File: src/rtl/denormalize.sv
// Block-floating-point to fixed-point converter. It arithmetic-right-shifts the
// mantissa by the clamped exponent, one bit per clock, with optional round-half-up.
// Latency is clamp(iExp)+1 cycles. iStart is ignored while oBusy=1, and nothing is queued.
// Ports: Clock/Reset (sync, active-low) | iStart, iMant, iExp request |
//        oBusy while shifting, oDone one-cycle pulse, oVect result (held).
module denormalize #(
   parameter int SIZE  = 10,
   parameter int ROUND = 0
) (
   input  logic            Clock,
   input  logic            Reset,
   input  logic            iStart,
   input  logic [SIZE-1:0] iMant,
   input  logic [4:0]      iExp,
   output logic            oBusy,
   output logic            oDone,
   output logic [SIZE-1:0] oVect
);

   // The count never exceeds SIZE-1, so $clog2(SIZE) bits are enough.
   localparam int CW = $clog2(SIZE);

   typedef enum logic {
      S_IDLE  = 1'b0,
      S_SHIFT = 1'b1
   } state_t;

   state_t          state_q, state_d;
   logic [SIZE-1:0] sh_q, sh_d;
   logic            rb_q, rb_d;
   logic [CW-1:0]   count_q, count_d;
   logic            done_q, done_d;
   logic [SIZE-1:0] vect_q, vect_d;

   logic [31:0]     exp_ext;
   logic            rnd_bit;

   assign exp_ext = 32'(iExp);
   // rb is the last bit shifted out. It is still 0 when no shift happened, so
   // no rounding is applied in that case. For k>=1 the add cannot overflow.
   assign rnd_bit = rb_q & (ROUND != 0);

   always_comb begin
      state_d = state_q;
      sh_d    = sh_q;
      rb_d    = rb_q;
      count_d = count_q;
      done_d  = 1'b0;
      vect_d  = vect_q;
      case (state_q)
         S_IDLE: begin
            if (iStart) begin
               sh_d    = iMant;
               rb_d    = 1'b0;
               // Shifting by SIZE-1 already gives pure sign fill, so clamp there.
               if (exp_ext > 32'(SIZE - 1)) begin
                  count_d = CW'(SIZE - 1);
               end else begin
                  count_d = CW'(iExp);
               end
               state_d = S_SHIFT;
            end
         end
         S_SHIFT: begin
            if (count_q != '0) begin
               sh_d    = {sh_q[SIZE-1], sh_q[SIZE-1:1]};
               rb_d    = sh_q[0];
               count_d = count_q - 1'b1;
            end else begin
               vect_d  = sh_q + {{(SIZE-1){1'b0}}, rnd_bit};
               done_d  = 1'b1;
               state_d = S_IDLE;
            end
         end
         default: state_d = S_IDLE;
      endcase
   end

   always_ff @(posedge Clock) begin
      if (!Reset) begin
         state_q <= S_IDLE;
         sh_q    <= '0;
         rb_q    <= 1'b0;
         count_q <= '0;
         done_q  <= 1'b0;
         vect_q  <= '0;
      end else begin
         state_q <= state_d;
         sh_q    <= sh_d;
         rb_q    <= rb_d;
         count_q <= count_d;
         done_q  <= done_d;
         vect_q  <= vect_d;
      end
   end

   assign oBusy = (state_q == S_SHIFT);
   assign oDone = done_q;
   assign oVect = vect_q;

endmodule
File: config.mk
export PLATFORM = sky130hd
export DESIGN_NAME = denormalize
export DESIGN_NICKNAME = d
export VERILOG_FILES = /design/src/rtl/denormalize.sv
export SDC_FILE = /design/constraint.sdc
export NUM_CORES = 1
export LEC_CHECK = 0
export CAP_MARGIN = 25
export CORE_MARGIN = 3
export CORE_UTILIZATION = 51
export CTS_CLUSTER_DIAMETER = 30
export CTS_CLUSTER_SIZE = 14
export DETAILED_ROUTE_END_ITERATION = 10
export GPL_TIMING_DRIVEN = 0
export HOLD_SLACK_MARGIN = 0.06
export PLACE_DENSITY = 0.82
export SYNTH_ARGS = -nofsm -noshare
export SYNTH_HDL_FRONTEND = slang
export SYNTH_SLANG_ARGS = --single-unit
File: constraint.sdc
create_clock -name Clock -period 3.47 [get_ports Clock]
set_input_delay 0.347 -clock Clock [delete_from_list [all_inputs] [get_ports Clock]]
set_output_delay 0.347 -clock Clock [all_outputs]
set_load 0.03 [all_outputs]
==> results by stage, run 1 <==
Place:
- The HPWL after detailed placement is 2.026 mm.
- The worst-case setup slack after placement is 1737 ps.
- The congestion estimate from routability-driven global placement came to 0.8946.
- Summing all placed instances gives a cell area of 1516 um^2.
- The number of port buffers is 28.

Job:
- Across the run, the number of max-cap violations was 0.

CTS:
- TritonCTS built the clock tree.
- In this run, CTS created clock tree buffers numbering 3.
- The root buffer cell chosen for the clock tree is clkbuf_4.
- The tree built by TritonCTS fans out to 26 sinks.
- The number of resized instances in the post-cts repair step is 0.
- The later pin in the worst-skew pair is clocked with a latency of 330 ps.
- The post-CTS setup-driven buffer insertion count is 0.
- CTS built an H-tree with a depth of 1.
- The clock slew at the register clock pins of the worst setup and hold paths is 140 ps.
- The number of buffers inserted for hold repair after clock tree synthesis is 0.
- The clock passes through at most 2 buffers.

Floorplan:
- For this configuration, the core starts out at a cell density of 57.20%.
- The floorplan step defined a die boundary enclosing 2976 um^2.
- In this run the count of I/O pins placed on the die edge is 30.
- The die span in y is 54.56 um.
- In this run the horizontal extent of the chip is 54.56 um.
- The core region is 2102 um^2.
- The initialized floorplan defines 16 standard-cell rows.

Critical path:
- The worst reg2reg path depth is 5.
- The category of the worst setup path capture point is a primary output.
- The critical path goes through clkdlybuf4s50_1.
- The critical path is of the reg -> out type.
- The maximum fanout along the worst path is 4.
- In this run the number of cells on the critical path is 1.
- Counting both buffers and inverters, the worst setup path holds a total of 1.
- The family with the most delay on the worst path is buffers and inverters.
- The kind of start point of the critical path is a flip-flop.
- The critical-path cell with the highest stage delay is clkdlybuf4s50_1.
- STA puts the critical path data arrival time at 1450 ps.
- The largest stage delay on the critical path is 700 ps.
- The critical path data required time is 3120 ps.

Route:
- The aggregate routed wire length is 2.755 mm.
- After the first detailed-routing iteration, the DRC count stood at 22.
- The wire length on met2 is 1.350 mm.
- Using the TritonRoute via totals, the vias-per-cell ratio works out to 5.695.
- The detailed router put a total of 1.261 mm of wire on met1.
- For this run, design rule violations remaining after detail routing come to 0.
- The wire length per cell after detailed routing is 14.73 um.
- The via count of the routed design is 1,065.
- The count of nets left with antenna violations after detail routing is 0.
- The met3 routed wirelength is 117 um.
- The highest metal layer carrying signal wires in the routed design is met4.
- The number of detailed-route iterations in the first pass is 4.

Pwr:
- VDD sags by at most 0.3336 mV.
- The overall power is 0.7597 mW.
- The switching fraction of total power is 28.82%.
- The combinational fraction of design power is 25.5%.
- The ratio of total power to cell area is 484.2 nW/um^2.
- Internal power comes to 0.5407 mW.
- The reported net switching power is 0.2189 mW.
- The clock network fraction of total power is 27.8%.
- Sequential cells burn 46.7% of the power.
- For this design the static power due to leakage is 0.6684 nW.

Global route:
- The pin count of the biggest net entering global routing is 16.
- Summed over all layers, the global routing overflow is 0.
- The first-pass GRT wire length is 4.409 mm.
- Global routing consumed, over all layers together, 20.48% of the routing resources.
- The number of global-route vias before repair is 989.
- The number of antenna violations at the first check in global routing is 0.

Finish:
- The number of diodes is 0.
- The finished cells cover 1569 um^2.
- In the final layout, the multi-input gates occupy 620.6 um^2.
- Counting the fill cells in the layout gives 162.
- The final cell utilization of the core is 74.64%.
- The top cell types in the final layout, fill and taps aside, are clkdlybuf4s50_1 (28), dfxtp_1 (26), nand2_1 (22).
- Across the whole layout, storage elements account for 520.5 um^2.
- The area growth from synthesis to final layout is 30.49%.
- The post-route netlist has 8.125% of its cells at a drive strength greater than 1.
- Leaving out fill and tap cells, the most frequent cell in the layout is clkdlybuf4s50_1.
- The number of nets at the end of the flow is 181.

STA:
- The count of final setup violators is 0.
- For the pin with the worst max-slew slack, the measured transition is 494.1 ps.
- Adding up every negative setup slack in the final design gives 0 ps.
- The worst setup slack after layout is 1676 ps.
- Of the available clock period, the critical path in the final layout requires 51.69%.
- The maximum clock rate is 557.5 MHz.
- Headroom to the max-slew limit came out at 67.06%.
- The clock arrives with 1.395 ps of skew.
- The smallest clock period supported by the final layout is computed as 1794 ps.
- Setup repair after global routing left no endpoint under its margin.
- The final-report max-slew violation count is 0.
- The final count of hold timing violations is 0.

Logic synthesis:
- The multiplexer fraction of the synthesized cell area is 8.325%.
- The count of synthesis-stage warnings from yosys is 0.
- The post-synthesis instance area is 1202 um^2.
- After synthesis the netlist holds a flip-flop and latch count of 26.
- The synthesized netlist devotes 2.081% of its cell area to adder and majority cells.
- The xor and xnor area share after synthesis is 0.7284%.
- Sequential cells were found to cover 43.29% of the synthesized design area.
- Summing the areas of all compound-gate instances in the mapped netlist gives 21.54% of the synthesized area.
- The number of instances in the synthesized netlist is 128.
- When the netlist entered floorplanning its net count stood at 148.
- By area, the combinational part of the netlist is dominated by compound AO/OA/AOI/OAI gates.
- After Yosys synthesis, and, or, nand and nor cells account for 18.94% of the synthesized area.
- The synthesized area per cell is 9.394 um^2.
- Counting distinct cell types in the post-synthesis netlist gives 35.

Worst hold path:
- The min-delay analysis places its worst path in the category in -> reg.
- The instance count along the most critical hold path is 2.

Status:
- The run finished with clean final reports.
## synth_stat cells
master | n | area [um^2]
inv_1 | 3 | 11.26
nor2b_1 | 2 | 12.51
clkbuf_1 | 3 | 11.26
a21bo_2 | 1 | 10.01
a32oi_1 | 1 | 8.760
o211ai_1 | 1 | 7.510
a21boi_0 | 9 | 67.56
or2_2 | 1 | 6.260
xor2_1 | 1 | 8.760
nand2_1 | 22 | 82.58
nand4bb_1 | 1 | 11.26
or4b_1 | 1 | 10.01
buf_4 | 1 | 7.510
o2111ai_1 | 1 | 8.760
or3_1 | 1 | 6.260
buf_2 | 4 | 20.02
nor2_2 | 1 | 6.260
nand2b_1 | 1 | 6.260
nor2_1 | 3 | 11.26
o31a_1 | 2 | 17.52
and4bb_1 | 1 | 12.51
o21ai_0 | 1 | 5.000
a21boi_1 | 1 | 7.510
buf_6 | 1 | 11.26
a2111oi_0 | 1 | 8.760
nand3_1 | 9 | 45.04
and3_1 | 1 | 6.260
dfxtp_1 | 26 | 520.5
mux2i_1 | 10 | 100.1
nor3_1 | 1 | 5.000
o211a_1 | 10 | 100.1
and2_1 | 1 | 6.260
ha_1 | 2 | 25.02
a21oi_1 | 1 | 5.000
o22ai_1 | 2 | 12.51
## flip-flops by register name, summed over array words and instances (netlist names)
register	count
oVect	10
sh_q	10
count_q	4
oBusy	1
oDone	1
## cell type report
| cell class | count | share of cell area [%] |
|---|---|---|
| multi-input cells | 90 | 39.55 |
| plain buffers | 9 | 3.190 |
| clock buffers | 3 | 1.435 |
| flip-flops and latches | 26 | 33.17 |
| repair buffers | 28 | 17.86 |
| inverters | 3 | 0.7177 |
| clock inverters | 1 | 1.914 |
| well taps | 27 | 2.153 |
## worst register-to-register path, delay by kind of cell (launching register included)
family | cells | cell delay [ps]
simple gates | 2 | 660
flops | 1 | 410
fa+ha+maj | 1 | 220
compound gates | 1 | 190
buf+inv | 1 | 90
## power by group through the flow
stage                     combinational, mW  clock [mW]  sequential [mW]
after floorplan                       0.117           0            0.371
after global placement                0.189           0            0.360
after detailed placement              0.193           0            0.361
after CTS                             0.194       0.211            0.354
after global routing                  0.210       0.219            0.359
final                                 0.194       0.211            0.355
## metrics by stage
stage | instances | hold slack [ps]
6_report | 187 | 305.3
5_1_grt | 187 | 303.4
4_1_cts | 187 | 307.4
3_5_place_dp | 183 | 448.5
3_3_place_gp | 183 | 440.3
2_1_floorplan | 128 | 430.9
## metal layers
layer / vias up / track usage (%)
li1: 520 / -
met1: 512 / 27.06
met2: 29 / 33.07
met3: 4 / 2.725
met4: 0 / 9.129
met5: - / 0
## logic make-up after synthesis
logic type | after synthesis
simple gates | 46
compound gates | 31
flops | 26
buf+inv | 12
mux | 10
fa+ha+maj | 2
xor+xnor | 1
## final timing paths
check / startpoint / end / slack, ps
setup / recovery: oBusy$_SDFF_PN0_ / oBusy / 1680
hold / removal: Reset / oVect[8]$_SDFFE_PN0P_ / 310
setup reg to reg: count_q[0]$_SDFFE_PN0P_ / count_q[1]$_SDFFE_PN0P_ / 1860
hold reg to reg: oVect[0]$_SDFFE_PN0P_ / oVect[0]$_SDFFE_PN0P_ / 460
Note: power is estimated with default switching activity, not from simulation.
==> run 2, diff against run 1 <==
--- a/config.mk
+++ b/config.mk
@@ -7,13 +7,13 @@
 export LEC_CHECK = 0
 export CAP_MARGIN = 25
 export CORE_MARGIN = 3
-export CORE_UTILIZATION = 51
+export CORE_UTILIZATION = 43
 export CTS_CLUSTER_DIAMETER = 30
 export CTS_CLUSTER_SIZE = 14
 export DETAILED_ROUTE_END_ITERATION = 10
 export GPL_TIMING_DRIVEN = 0
 export HOLD_SLACK_MARGIN = 0.06
-export PLACE_DENSITY = 0.82
+export PLACE_DENSITY = 0.74
 export SYNTH_ARGS = -nofsm -noshare
 export SYNTH_HDL_FRONTEND = slang
 export SYNTH_SLANG_ARGS = --single-unit
==> constraint.sdc (replaced) <==
create_clock -name Clock -period 1.65 [get_ports Clock]
set_input_delay 0.165 -clock Clock [delete_from_list [all_inputs] [get_ports Clock]]
set_output_delay 0.165 -clock Clock [all_outputs]
set_load 0.03 [all_outputs]
==> run 2 against run 1 <==
Net effect: clock skew increased by 9.3 ps; via count decreased by 0.47%; first-iteration DRC count increased by 36%; clock-buffer cell count unchanged; wire length increased by 1.7%; critical endpoint is now sh_q[7]$_SDFFE_PN0P_; critical path type is now reg -> reg; hold slack got worse by 170 ps; total power increased by 110%; global-route usage decreased by 2.6 points; sequential share of layout area decreased by 0.44 points; flip-flop and latch count unchanged; die area increased by 16%.
==> results by stage, run 2 (synthesis gave the netlist of run 1 again) <==
Pwr:
- The ratio of total power to cell area is 1006 nW/um^2.
- VDD sags by at most 0.8563 mV.
- For this design the static power due to leakage is 0.6825 nW.

Status:
- The flow ran to the end, and the final reports show no timing, DRC or antenna violations.

Job:
- Max-cap violations in this run came to 0.

STA:
- The worst pin sits at a relative slew slack of 68.16%.
- Setup violations remaining at the end of the flow were counted as 0.
- The final sum of negative setup slack is 0 ps.
- Once routing completed, OpenROAD measured the worst setup slack at 108.2 ps.
- The final-report max-slew violation count is 0.
- After layout, the minimum clock period comes to 1542 ps.
- Of the available clock period, the critical path in the final layout requires 93.44%.
- For the pin with the worst max-slew slack, the measured transition is 477.5 ps.
- The final count of hold timing violations is 0.
- Timing would allow up to 648.6 MHz.
- Setup repair after global routing left no endpoint under its margin.
- The worst hold slack is 139.3 ps.
- Across the routed clock network, the largest skew measured is 10.70 ps.

Finish:
- The fill cell instance count of the final layout is 248.
- The top cell types in the final layout, fill and taps aside, are clkdlybuf4s50_1 (27), dfxtp_1 (26), nand2_1 (22).
- The net count of the finished layout is 181.
- The most common library cell in the layout ignoring fill and taps is clkdlybuf4s50_1.
- Summing all non-filler instances in the final layout gives an area of 1590 um^2.
- Once layout is complete, the cells apart from fillers number 190.
- The area growth from synthesis to final layout is 32.26%.
- Cells with a size suffix above 1 make up 8.750% of the layout.
- The number of diodes is 0.

Route:
- For this run, design rule violations remaining after detail routing come to 0.
- The aggregate routed wire length is 2.801 mm.
- The number of detailed-route iterations in the first pass is 4.
- The count of routing violations after the opening detailed-route iteration is 30.
- The via count of the routed design is 1,060.
- In this run the remaining antenna-violating nets after routing total 0.
- The wire length per cell after detailed routing is 14.74 um.
- Dividing the detail-routed via count by the number of cells gives 5.579.

Place:
- The cell area reported after detailed placement is 1520 um^2.
- The HPWL after detailed placement is 2.050 mm.
- The number of port buffers is 28.
- The worst-case setup slack after placement is -14.04 ps.
- The cell count after placement is 186.
- The final RePlAce weighted congestion is 0.8191.

Critical path:
- At the worst endpoint, the arrival time is 1760 ps.
- The critical path in this run is classified as reg -> reg.
- For the worst setup path, the data required time is 1870 ps.
- The category of the worst setup path capture point is a flip-flop.
- Along the worst path, the maximum fanout reaches 10.
- STA classifies the critical path startpoint as a flip-flop.

Global route:
- Global routing finished with a remaining overflow of 0.
- The number of antenna violations at the first check in global routing was 0.
- The overall routing resource usage is 17.83%.
- The first-pass GRT wire length is 4.678 mm.
- The pin count of the biggest net entering global routing is 16.
- The number of global-route vias before repair is 1,064.

CTS:
- The clock slew at the register clock pins of the worst setup and hold paths is 140 ps.
- The clock passes through at most 2 buffers.
- The clock reaches the later pin of the worst-skew pair after 320 ps.
- The H-tree depth reported by CTS is 1.
- The TritonCTS buffer count is 3.
- The CTS tree is done.
- The number of clock sinks is 26.
- The root buffer cell chosen for the clock tree is clkbuf_4.

Worst hold path:
- The class of the worst hold path is in -> reg.

Floorplan:
- The total area inside the core boundary comes to 2567 um^2.
- From bottom edge to top edge, the die measures 58.88 um.
- The initial standard-cell utilization of the core is 46.83%.
- Measured along the x axis, the die boundary spans 58.88 um.
- The initialized floorplan defines 18 standard-cell rows.
- The I/O pin total is 30.
- The area enclosed by the die boundary is 3467 um^2.
run 2: worst paths after layout:
check                          start                      end  slack [ps]  cells after the start
min                            Reset  count_q[2]$_SDFFE_PN0P_         140                      3
max reg2reg  count_q[0]$_SDFFE_PN0P_     sh_q[7]$_SDFFE_PN0P_         110                      6
max          count_q[0]$_SDFFE_PN0P_     sh_q[7]$_SDFFE_PN0P_         110                      6
min reg2reg    oVect[0]$_SDFFE_PN0P_    oVect[0]$_SDFFE_PN0P_         460                      2
run 2: layout make-up:
| type | instances | area (um^2) | area share [%] |
|---|---|---|---|
| timing repair buffer | 28 | 282.8 | 17.78 |
| inverter | 3 | 11.26 | 0.7081 |
| tap | 30 | 37.54 | 2.360 |
| multi-input combinational | 90 | 630.6 | 39.65 |
| buffer | 9 | 55.05 | 3.462 |
| clock buffer | 3 | 22.52 | 1.416 |
| sequential | 26 | 520.5 | 32.73 |
| clock inverter | 1 | 30.03 | 1.888 |
run 2: through the flow:
stage | power [mW] | utilization (%)
final | 1.600 | 61.94
after global routing | 1.683 | 61.94
after CTS | 1.598 | 61.31
after detailed placement | 1.171 | 59.21
after global placement | 1.157 | 59.21
after floorplan | 1.026 | -
run 2: report_power, final:
| part | switching [mW] | internal, mW |
|---|---|---|
| Combinational | 0.218 | 0.207 |
| Sequential | 0.0505 | 0.695 |
| Clock | 0.184 | 0.246 |
| Total | 0.453 | 1.15 |
run 2: worst max-delay path: stages, from the launching register on:
cell       delay (ps)
dfxtp_1           400
inv_1              90
ha_1              230
nand4bb_1         210
clkbuf_4          260
nand3_1           110
o211a_1           160
run 2: layer usage:
layer	share of wire, %	vias up	global-route usage, %	wire length, um
met4	0.89	0	5.825	25
met1	44	495	21.29	1227
li1	-	524	-	-
met2	48	37	30.76	1351
met3	7.0	4	4.825	196
met5	0	-	0	0
run 2: repair_timing:
item	4_1_cts	5_1_grt
hold buffers	0	0
gates resized for setup	1	6
setup endpoints to repair	1	20
setup buffers	0	0
